### config.mk
export PLATFORM = sky130hd
export DESIGN_NAME = fetch_exec_control
export DESIGN_NICKNAME = d
export VERILOG_FILES = /design/src/rtl/fetch_exec_control.sv
export SDC_FILE = /design/constraint.sdc
export NUM_CORES = 1
export LEC_CHECK = 0
export CAP_MARGIN = 40
export CORE_AREA = 2 2 39 41
export DETAILED_ROUTE_END_ITERATION = 6
export DIE_AREA = 0 0 41 43
export PLACE_DENSITY_LB_ADDON = 0.05
export SETUP_SLACK_MARGIN = 0.5
export SLEW_MARGIN = 20
export SYNTH_ARGS = -nofsm -noshare
export SYNTH_HDL_FRONTEND = slang
export SYNTH_SLANG_ARGS = --single-unit
### constraint.sdc
create_clock -name Clock -period 1.5 [get_ports Clock]
set_input_delay 0.45 -clock Clock [delete_from_list [all_inputs] [get_ports Clock]]
set_output_delay 0.45 -clock Clock [all_outputs]
set_load 0.03 [all_outputs]
### src/rtl/fetch_exec_control.sv
// Fetch/decode/execute sequencer for the 8-bit, 32-word accumulator datapath.
// In: Clock, Reset(n), Opcode, Aeq0, Apos, Enter. Out: datapath strobes, Halt, State.
module fetch_exec_control #(
  parameter int STATE_W    = 4,
  parameter int ENTER_SYNC = 2
) (
  input  logic               Clock,
  input  logic               Reset,
  input  logic [2:0]         Opcode,
  input  logic               Aeq0,
  input  logic               Apos,
  input  logic               Enter,
  output logic               IRload,
  output logic               PCload,
  output logic               JMPmux,
  output logic               Meminst,
  output logic               MemWr,
  output logic [1:0]         Asel,
  output logic               Aload,
  output logic               Sub,
  output logic               Halt,
  output logic [STATE_W-1:0] State
);

  typedef enum logic [STATE_W-1:0] {
    START  = STATE_W'(0),
    FETCH  = STATE_W'(1),
    DECODE = STATE_W'(2),
    LOAD   = STATE_W'(3),
    STORE  = STATE_W'(4),
    ADD    = STATE_W'(5),
    SUB    = STATE_W'(6),
    INPUT  = STATE_W'(7),
    INREL  = STATE_W'(8),
    JZ     = STATE_W'(9),
    JPOS   = STATE_W'(10),
    HALT   = STATE_W'(11)
  } state_t;

  state_t state;
  state_t next;

  logic [ENTER_SYNC-1:0] sync;
  logic                  enter_s;

  assign enter_s = sync[ENTER_SYNC-1];
  assign State   = state;

  always_ff @(posedge Clock or negedge Reset) begin
    if (!Reset) begin
      sync <= '0;
    end else begin
      sync[0] <= Enter;
      for (int i = 1; i < ENTER_SYNC; i++)
        sync[i] <= sync[i-1];
    end
  end

  // Reset forces START, whose decode is all-zero, so every
  // strobe (MemWr included) drops without waiting for a clock.
  always_ff @(posedge Clock or negedge Reset) begin
    if (!Reset)
      state <= START;
    else
      state <= next;
  end

  always_comb begin
    next    = START;
    IRload  = 1'b0;
    PCload  = 1'b0;
    JMPmux  = 1'b0;
    Meminst = 1'b0;
    MemWr   = 1'b0;
    Asel    = 2'b00;
    Aload   = 1'b0;
    Sub     = 1'b0;
    Halt    = 1'b0;
    unique case (state)
      START: next = FETCH;
      FETCH: begin
        IRload = 1'b1;
        PCload = 1'b1;
        next   = DECODE;
      end
      DECODE: begin
        Meminst = 1'b1;
        case (Opcode)
          3'b000:  next = LOAD;
          3'b001:  next = STORE;
          3'b010:  next = ADD;
          3'b011:  next = SUB;
          3'b100:  next = INPUT;
          3'b101:  next = JZ;
          3'b110:  next = JPOS;
          default: next = HALT;
        endcase
      end
      LOAD: begin
        Meminst = 1'b1;
        Asel    = 2'b10;
        Aload   = 1'b1;
        next    = FETCH;
      end
      STORE: begin
        Meminst = 1'b1;
        MemWr   = 1'b1;
        next    = FETCH;
      end
      ADD: begin
        Meminst = 1'b1;
        Aload   = 1'b1;
        next    = FETCH;
      end
      SUB: begin
        Meminst = 1'b1;
        Sub     = 1'b1;
        Aload   = 1'b1;
        next    = FETCH;
      end
      INPUT: begin
        Asel  = 2'b01;
        Aload = enter_s;
        next  = enter_s ? INREL : INPUT;
      end
      // Wait for release so one press loads A exactly once.
      INREL: next = enter_s ? INREL : FETCH;
      JZ: begin
        JMPmux = 1'b1;
        PCload = Aeq0;
        next   = FETCH;
      end
      JPOS: begin
        JMPmux = 1'b1;
        PCload = Apos;
        next   = FETCH;
      end
      HALT: begin
        Halt = 1'b1;
        next = HALT;
      end
      default: next = START;
    endcase
  end

endmodule

==> metrics.cfg, run 1 <==
[job]
max-cap-violations = 0

[synthesis]
synth_nets = 64
synth_edf_count = 0
ys.warnings.count = 0
syn_area_um2 = 479.2
ys_seq_area_frac = 0.3133
yosysUniqueCellTypes = 30
synth_flop_cell = dfrtp_1
netlist_instances = 56
synth-seq-cells = 6
synth_area_per_cell_um2 = 8.557
async_flop_share = 1.000

[global_routing]
grt_antenna_before_repair = 0
grt_usage = 0.2075
grt_pass1_wl_mm = 2.477
grt_max_degree = 10
overflow = 0
grt_pass1_vias = 607

[drt]
drt-total-wl_mm = 1.664
drt_iter0_drc = 3
drtPass1Iterations = 3
wl_per_cell_um = 14.10
vias = 591
drtAntennaViolNets = 0
drc = 0
avgViaCountPerCell = 5.008

[floorplanning]
num_rows = 14
die-area_mm2 = 0.001763
core_mm2 = 0.001384
die_y_um = 43
ios = 22
die_w_um = 41
start_util = 0.3463

[worst_setup_path]
cp_cell_sequence = or2b_4 > o22ai_2 > and2_4 > buf_6
start_kind = register
worstSetupPathType = register to output pin
critPathCaptureType = output pin
slowest_delay_ns = 0.41
crit_required_ns = 1.05
cp_data_arrival_time_ns = 1.37
path_max_fanout = 4
cp_slowest_cell = dfrtp_2

[power]
p_leak_uw = 0.0004770
p_per_area_mw_per_mm2 = 2314
vdd.ir_drop.worst_v = 0.001236

[place]
dp_cells = 105
dpl.hpwl_mm = 1.077
gp_congestion = 0.7196
place_ws_ns = -0.3552
place_area_um2 = 873.3
port_buffers = 21

[final_layout]
n_fill_cell = 87
layoutNonFillerInstCount = 118
fin_nets = 111
final_area_mm2 = 0.001130
final_common_cell = buf_6
layout_common_cells = 19 x buf_6, 16 x buf_4, 5 x clkdlybuf4s50_1, 4 x dfrtp_2, 4 x nor2_4
drive_above_1_share = 0.6863
antenna_cells = 0
areaGrowthSynthToFinish_pct = 135.8

[clock_tree]
hold_buffers = 0
path_clk_slew_ns = 0.05
insertion_delay_ns = 0.25
cts_max_level = 1
clk_path_buf_depth = 2
cts_root_buf = clkbuf_4
cts_tree = done
cts-buffers-inserted = 3
cts_sinks = 6

[sta]
slew_headroom = 0.8166
setup_slack_ns = -0.3226
rsz0062_at_grt = yes
worstMarginPinSlew_ns = 0.2723
fin_skew_ns = 0.01065
fin_hold_ws_ns = 0.3508
fin_crit_sh = 1.215
setup_viol = 15
fin_crit_ns = 1.823
slew_violations = 0
hold_viol = 0
fmax_ghz = 0.5487

[run_status]
status = finished with violations
violations = setup timing

[worst_hold_path]
hold_class = register to register

==> cells in the mapped netlist (2+ instances only) <==
cell type  instances  area share
nor2_1             7       0.055
dfrtp_1            6        0.31
nand2_1            4       0.031
nand2b_1           4       0.052
o22ai_1            4       0.052
nor3_1             3       0.031
and2_1             2       0.026
buf_4              2       0.031
inv_1              2       0.016
xor2_1             2       0.037
==> sequential cells by signal (all words and copies together), names as in the netlist <==
signal	count
sync	2
State	4
==> report_power, final <==
part           leakage (µW)  switching, µW  total [µW]  internal (µW)
combinational      0.000393           1010        2150           1140
clock             0.0000150           64.0         165            101
sequential        0.0000687           81.9         302            220
==> layout make-up <==
type	instances	area, µm²	area share
Clock buffer	4	26.28	0.02326
Inverter	2	7.507	0.006645
Timing Repair Buffer	46	471.7	0.4175
Multi-Input combinational cell	44	449.2	0.3976
Sequential cell	6	155.1	0.1373
Tap cell	16	20.02	0.01772
==> critical path, delay by kind of cell (launching register included) <==
family,cells,cell delay (ns)
DFF,1,0.41
buffers and inverters,1,0.12
and+or+nand+nor,2,0.47
AOI/OAI and AO/OA,1,0.11
==> metal layers <==
metal	up-vias	track usage	routed length (µm)
met3	3	0.03141	66
li1	293	-	-
met1	278	0.2416	613
met2	17	0.3563	957
met4	0	0.08000	26
met5	-	0	0
==> what timing repair did <==
| item | 4_1_cts | 5_1_grt |
|---|---|---|
| endpoints found under the setup margin | 18 | 18 |
| endpoints found under the hold margin | 0 | 0 |
| buffers inserted | 3 | 6 |
| gates resized for setup | 30 | 12 |
| pin swaps | 4 | 4 |
==> per-stage QoR <==
step,TNS (ns),util,power [µW]
2_1_floorplan,-1.524,-,1264
3_3_place_gp,-0.6652,0.6311,1869
3_5_place_dp,-0.6778,0.6311,1872
4_1_cts,-2.781,0.7441,2357
5_1_grt,-3.347,0.8165,2756
6_report,-2.653,0.8165,2615
==> kinds of logic (layout without fill, tap and decap cells) <==
group                  count (synthesis)  after routing  share of synthesized area
AO/OA/AOI/OAI                         12             12                     0.1775
multiplexers                           1              1                    0.02350
buffers and inverters                  6             52                    0.08092
AND/OR/NAND/NOR                       29             29                     0.3681
flip-flops                             6              6                     0.3133
XOR/XNOR                               2              2                    0.03656
==> path summary, 6_finish.rpt <==
path	startpoint	to	depth (start not counted)	slack (ns)
hold / removal	sync[0]$_DFF_PN0_	sync[1]$_DFF_PN0_	0	0.35
max in group asynchronous	Reset	State[3]$_DFF_PN0_	1	0.83
setup / recovery	State[0]$_DFF_PN0_	PCload	4	-0.32
min in group asynchronous	Reset	State[0]$_DFF_PN0_	1	0.43
setup reg to reg	State[3]$_DFF_PN0_	State[0]$_DFF_PN0_	5	-0.04
hold reg to reg	sync[0]$_DFF_PN0_	sync[1]$_DFF_PN0_	0	0.35
(Power assumes the default switching activity.)
==> run 2: changes to the inputs <==
- REMOVE_ABC_BUFFERS: not set -> 1
==> metrics.cfg, run 2 (synthesis results as in run 1) <==
[job]
max-cap-violations = 0  ; unchanged

[clock_tree]
insertion_delay_ns = 0.23  ; was 0.25 ns
clk_path_buf_depth = 2  ; unchanged
cts-buffers-inserted = 3  ; unchanged
cts_max_level = 1  ; unchanged
cts_root_buf = clkbuf_4  ; unchanged
path_clk_slew_ns = 0.04  ; was 0.05 ns
cts_tree = done  ; unchanged
cts_sinks = 6  ; unchanged

[power]
vdd.ir_drop.worst_v = 0.001040  ; was 0.001236 V
p_leak_uw = 0.0004599  ; was 0.0004770 µW
p_per_area_mw_per_mm2 = 2185  ; was 2314 mW/mm²
pwr-share-seq = 0.138  ; was 0.115
p_sw_uw = 1008  ; was 1159 µW
internal-power_uw = 1242  ; was 1456 µW
clock_power_share = 0.062  ; was 0.063
swShare = 0.4481  ; was 0.4431
combPwrFrac = 0.801  ; was 0.822

[worst_hold_path]
hold_class = register to register  ; unchanged
hold_path_depth = 0  ; unchanged
holdPathEnd = sync[1]$_DFF_PN0_  ; unchanged
worstHoldStart = sync[0]$_DFF_PN0_  ; unchanged

[final_layout]
drive_above_1_share = 0.6214  ; was 0.6863
multi_input_area_um2 = 374.1  ; was 449.2 µm²
register_area_um2 = 153.9  ; was 155.1 µm²
fin_nets = 113  ; was 111
final_common_cell = buf_4  ; was buf_6
layout_common_cells = 21 x buf_4, 20 x buf_6, 6 x clkdlybuf4s50_1, 4 x nor2_1  ; was 19 x buf_6, 16 x buf_4, 5 x clkdlybuf4s50_1, 4 x dfrtp_2, 4 x nor2_4
n_fill_cell = 106  ; was 87
antenna_cells = 0  ; unchanged
areaGrowthSynthToFinish_pct = 114.9  ; was 135.8%
largest_reg_flops = 4  ; unchanged

[drt]
drtPass1Iterations = 2  ; was 3
drc = 0  ; unchanged
drtAntennaViolNets = 0  ; unchanged
drt_iter0_drc = 4  ; was 3
avgViaCountPerCell = 5.067  ; was 5.008
drt-total-wl_mm = 1.641  ; was 1.664 mm
vias = 603  ; was 591
wl_per_cell_um = 13.79  ; was 14.10 µm

[worst_setup_path]
crit_required_ns = 1.05  ; about the same
timing.rr.start = State[0]$_DFF_PN0_  ; was State[3]$_DFF_PN0_
worstSetupPathType = input pin to output pin  ; was register to output pin
cp_data_arrival_time_ns = 1.37  ; about the same
critPathCaptureType = output pin  ; unchanged
path_max_fanout = 1  ; was 4
reg2reg_slack_ns = -0.16  ; was -0.04 ns
start_kind = input pin  ; was register
r2r-end = State[0]$_DFF_PN0_  ; unchanged
reg2regPathDepth = 6  ; was 5

[global_routing]
grt_max_degree = 9  ; was 10
overflow = 0  ; unchanged
grt_pass1_vias = 544  ; was 607
grt_pass1_wl_mm = 2.208  ; was 2.477 mm
grt_antenna_before_repair = 0  ; unchanged
grt_usage = 0.1758  ; was 0.2075

[place]
dpl.hpwl_mm = 1.037  ; was 1.077 mm
port_buffers = 21  ; unchanged
gp_congestion = 0.7404  ; was 0.7196
place_ws_ns = -0.3483  ; was -0.3552 ns

[sta]
worstMarginPinSlew_ns = 0.2704  ; was 0.2723 ns
fin_skew_ns = 0.004409  ; was 0.01065 ns
hold_viol = 0  ; unchanged
fin_hold_ws_ns = 0.3450  ; was 0.3508 ns
setup_slack_ns = -0.3202  ; was -0.3226 ns
fmax_ghz = 0.5494  ; was 0.5487 GHz
slew_headroom = 0.8192  ; was 0.8166
setup_viol = 15  ; unchanged
slew_violations = 0  ; unchanged
rsz0062_at_grt = yes  ; unchanged
fin_crit_ns = 1.820  ; was 1.823 ns
fin_crit_sh = 1.213  ; was 1.215

[floorplanning]
die_w_um = 41  ; unchanged
core_mm2 = 0.001384  ; unchanged
num_rows = 14  ; unchanged
die-area_mm2 = 0.001763  ; unchanged
ios = 22  ; unchanged
die_y_um = 43  ; unchanged
start_util = 0.3463  ; unchanged

[run_status]
violations = setup timing  ; unchanged
status = finished with violations  ; unchanged

==> run 2: changes by cell type in the layout (fill, tap and decap cells not counted), sizes merged <==
cell and delta:
buf +2, clkbuf -1, clkdlybuf4s50 +1, dlygate4sd2 -1
==> run 2: worst max-delay path by stage <==
stage,start,endpoint,slack (ns)
3_5_place_dp,Apos,PCload,-0.35
5_1_grt,State[1]$_DFF_PN0_,IRload,-0.37
4_1_cts,State[0]$_DFF_PN0_,Aload,-0.31
6_report,Aeq0,PCload,-0.32
2_1_floorplan,State[1]$_DFF_PN0_,Aload,-1.05
3_3_place_gp,Apos,PCload,-0.31
==> run 2: power groups by stage <==
stage	clock [µW]	sequential (µW)	combinational (µW)
global placement	0	287	1270
finish	139	310	1800
global route	157	322	1900
detailed placement	0	285	1280
CTS	146	289	1500
floorplan	0	403	566
==> run 2: cell type report <==
type | instances | area share
multi-input cells | 44 | 0.3633
flip-flops and latches | 6 | 0.1495
repair buffers | 48 | 0.4386
well taps | 16 | 0.01944
clock buffers | 3 | 0.02187
inverters | 2 | 0.007290
==> run 2: worst max-delay path: stages <==
cell,delay [ns]
clkdlybuf4s50_1,0.41
nor2b_1,0.14
o22ai_1,0.09
and2_1,0.15
buf_6,0.13
==> run 2: routing by layer <==
layer / share of wire / vias up / GRT usage
met3: 0.052 / 0 / 0.01571
met5: 0 / - / 0
met2: 0.54 / 17 / 0.3188
li1: - / 299 / -
met1: 0.41 / 287 / 0.2174
met4: 0 / 0 / 0.02000
==> run 2: through the flow <==
stage	instances	setup TNS (ns)	utilization	power, µW	cell area [µm²]
after floorplan	52	-4.544	-	969.5	447.9
after global placement	106	-0.8090	0.5570	1553	770.7
after detailed placement	106	-0.8449	0.5570	1564	770.7
after CTS	114	-2.376	0.6510	1938	900.9
after global routing	119	-3.283	0.7441	2382	1030
final	119	-2.600	0.7441	2250	1030
==> run 2: what timing repair did <==
item / 4_1_cts / 5_1_grt
endpoints found under the setup margin: 18 / 18
hold buffers: 0 / 0
resized for setup: 21 / 21
buffers inserted: 5 / 5
pin swaps: 5 / 6
==> run 3: changes to the inputs <==
- CORE_AREA: 2 2 39 41 -> not set
- CORE_MARGIN: not set -> 1.5
- CORE_UTILIZATION: not set -> 35
- DIE_AREA: 0 0 41 43 -> not set
- clock period: 1.5 -> 1.65 ns (I/O delays scaled with it)
==> metrics.cfg, run 3 (synthesis results as in run 1) <==
[worst_setup_path]
critPathCaptureType = output pin  ; unchanged
cp_top_family = flip-flops  ; was buffers and inverters
start_kind = register  ; was input pin
path_buf_inv = 2  ; unchanged
slowest_delay_ns = 0.45  ; was 0.41 ns
cp_common_cell = buf_6
crit_required_ns = 1.15  ; was 1.05 ns
reg2reg_slack_ns = 0.07  ; was -0.16 ns
cp_slowest_cell = dfrtp_2  ; was clkdlybuf4s50_1
worstSetupPathType = register to output pin  ; was input pin to output pin
cp_cell_sequence = buf_6 > nand2b_4 > o22ai_2 > and2_4 > buf_6  ; was clkdlybuf4s50_1 > nor2b_1 > o22ai_1 > and2_1 > buf_6
path_max_fanout = 6  ; was 1
cp_data_arrival_time_ns = 1.39  ; was 1.37 ns

[place]
port_buffers = 21  ; unchanged
dpl.hpwl_um = 918  ; was 1.037 mm
place_ws_ns = -0.2784  ; was -0.3483 ns
gp_congestion = 0.7152  ; was 0.7404

[final_layout]
areaGrowthSynthToFinish_pct = 97.13  ; was 114.9%
n_fill_cell = 97  ; was 106
largest_reg_flops = 4  ; unchanged
drive_above_1_share = 0.6196  ; was 0.6214
antenna_cells = 0  ; unchanged
fin_nets = 102  ; was 113
layout_common_cells = 15 x buf_4, 15 x buf_6, 5 x nor2_1, 5 x clkdlybuf4s50_1  ; was 21 x buf_4, 20 x buf_6, 6 x clkdlybuf4s50_1, 4 x nor2_1
fin_util = 0.7352  ; was 0.7441

[drt]
topRoutingLayerUsed = met4  ; was met3
wl_per_cell_um = 13.36  ; was 13.79 µm
drtAntennaViolNets = 0  ; unchanged
wl_met3_um = 83  ; was 85 µm
wl_met1_um = 567  ; was 667 µm
drtPass1Iterations = 4  ; was 2
drc = 0  ; unchanged
drt-total-wl_mm = 1.429  ; was 1.641 mm
vias = 537  ; was 603
avgViaCountPerCell = 5.019  ; was 5.067
drt_iter0_drc = 10  ; was 4
routed-wl-met2_um = 726  ; was 888 µm

[sta]
slew_headroom = 0.8044  ; was 0.8192
fin_crit_sh = 1.142
rsz0062_at_grt = yes  ; unchanged
slew_violations = 0  ; unchanged
fin_crit_ns = 1.884
fmax_ghz = 0.5308
fin_skew_ns = 0.005592  ; was 0.004409 ns
setup_slack_ns = -0.2339  ; was -0.3202 ns
worstMarginPinSlew_ns = 0.2929  ; was 0.2704 ns
setup_viol = 10  ; was 15
hold_viol = 0  ; unchanged

[clock_tree]
cts-buffers-inserted = 3  ; unchanged
cts_root_buf = clkbuf_4  ; unchanged
cts_sinks = 6  ; unchanged
clk_path_buf_depth = 2  ; unchanged
hold_buffers = 0  ; unchanged
path_clk_slew_ns = 0.05  ; was 0.04 ns
cts_tree = done  ; unchanged
insertion_delay_ns = 0.25  ; was 0.23 ns
cts_max_level = 1  ; unchanged

[global_routing]
grt_pass1_wl_mm = 2.194  ; was 2.208 mm
grt_usage = 0.2133  ; was 0.1758
overflow = 0  ; unchanged
grt_max_degree = 14  ; was 9
grt_pass1_vias = 499  ; was 544
grt_antenna_before_repair = 0  ; unchanged

[worst_hold_path]
hold_class = register to register  ; unchanged

[floorplanning]
start_util = 0.3729  ; was 0.3463
die-area_mm2 = 0.001600  ; was 0.001763 mm²
core_mm2 = 0.001285  ; was 0.001384 mm²
die_y_um = 40  ; was 43 µm
ios = 22  ; unchanged
die_w_um = 40  ; was 41 µm
num_rows = 13  ; was 14

[power]
vdd.ir_drop.worst_v = 0.001101  ; was 0.001040 V
p_per_area_mw_per_mm2 = 2092  ; was 2185 mW/mm²
p_leak_uw = 0.0004163  ; was 0.0004599 µW

[job]
max-cap-violations = 0  ; unchanged

[run_status]
violations = setup timing  ; unchanged
status = finished with violations  ; unchanged

==> run 3: power breakdown <==
part,switching [µW],internal [µW]
clock,53.0,82.3
sequential,76.3,199
combinational,779,787
==> run 3: worst paths after layout <==
kind                       cells after the start                  to               start
min                                            0   sync[1]$_DFF_PN0_   sync[0]$_DFF_PN0_
min in group asynchronous                      1  State[2]$_DFF_PN0_               Reset
max in group asynchronous                      1  State[3]$_DFF_PN0_               Reset
max                                            5              PCload  State[0]$_DFF_PN0_
min reg2reg                                    0   sync[1]$_DFF_PN0_   sync[0]$_DFF_PN0_
max reg2reg                                    5  State[0]$_DFF_PN0_  State[0]$_DFF_PN0_
==> run 3: repair_timing <==
item	CTS	global route
gates resized for setup	32	9
setup buffers	4	1
pin swaps	7	1
setup endpoints to repair	18	18
==> run 3: final cells by class <==
cell class,count,area (µm²),share of cell area
flip-flops and latches,6,153.9,0.1629
inverters,2,7.507,0.007947
multi-input cells,44,392.9,0.4159
well taps,15,18.77,0.01987
repair buffers,37,349.1,0.3695
clock buffers,3,22.52,0.02384
==> run 3: worst reg2reg max path: cells and delay by family, from the launching register on <==
kind / cells / cell delay, ns
and+or+nand+nor: 2 / 0.61
DFF: 1 / 0.45
buffers and inverters: 2 / 0.27
AOI/OAI and AO/OA: 1 / 0.13
==> run 3: routing by layer <==
layer	vias to the layer above	track usage
li1	271	-
met1	238	0.2241
met2	22	0.3831
met3	6	0.03889
met4	0	0.1379
met5	-	0
==> run 3: per-stage QoR <==
step | area (µm²) | power [µW] | hold WS, ns | cells | setup TNS, ns
after floorplan | 447.9 | 881.4 | 0.1994 | 52 | -3.286
after global placement | 724.4 | 1360 | 0.3324 | 99 | -0.3151
after detailed placement | 724.4 | 1367 | 0.3397 | 99 | -0.3241
after CTS | 900.9 | 1845 | 0.3490 | 106 | -1.273
after global routing | 944.7 | 2097 | 0.3649 | 107 | -1.895
final | 944.7 | 1976 | 0.3481 | 107 | -1.375
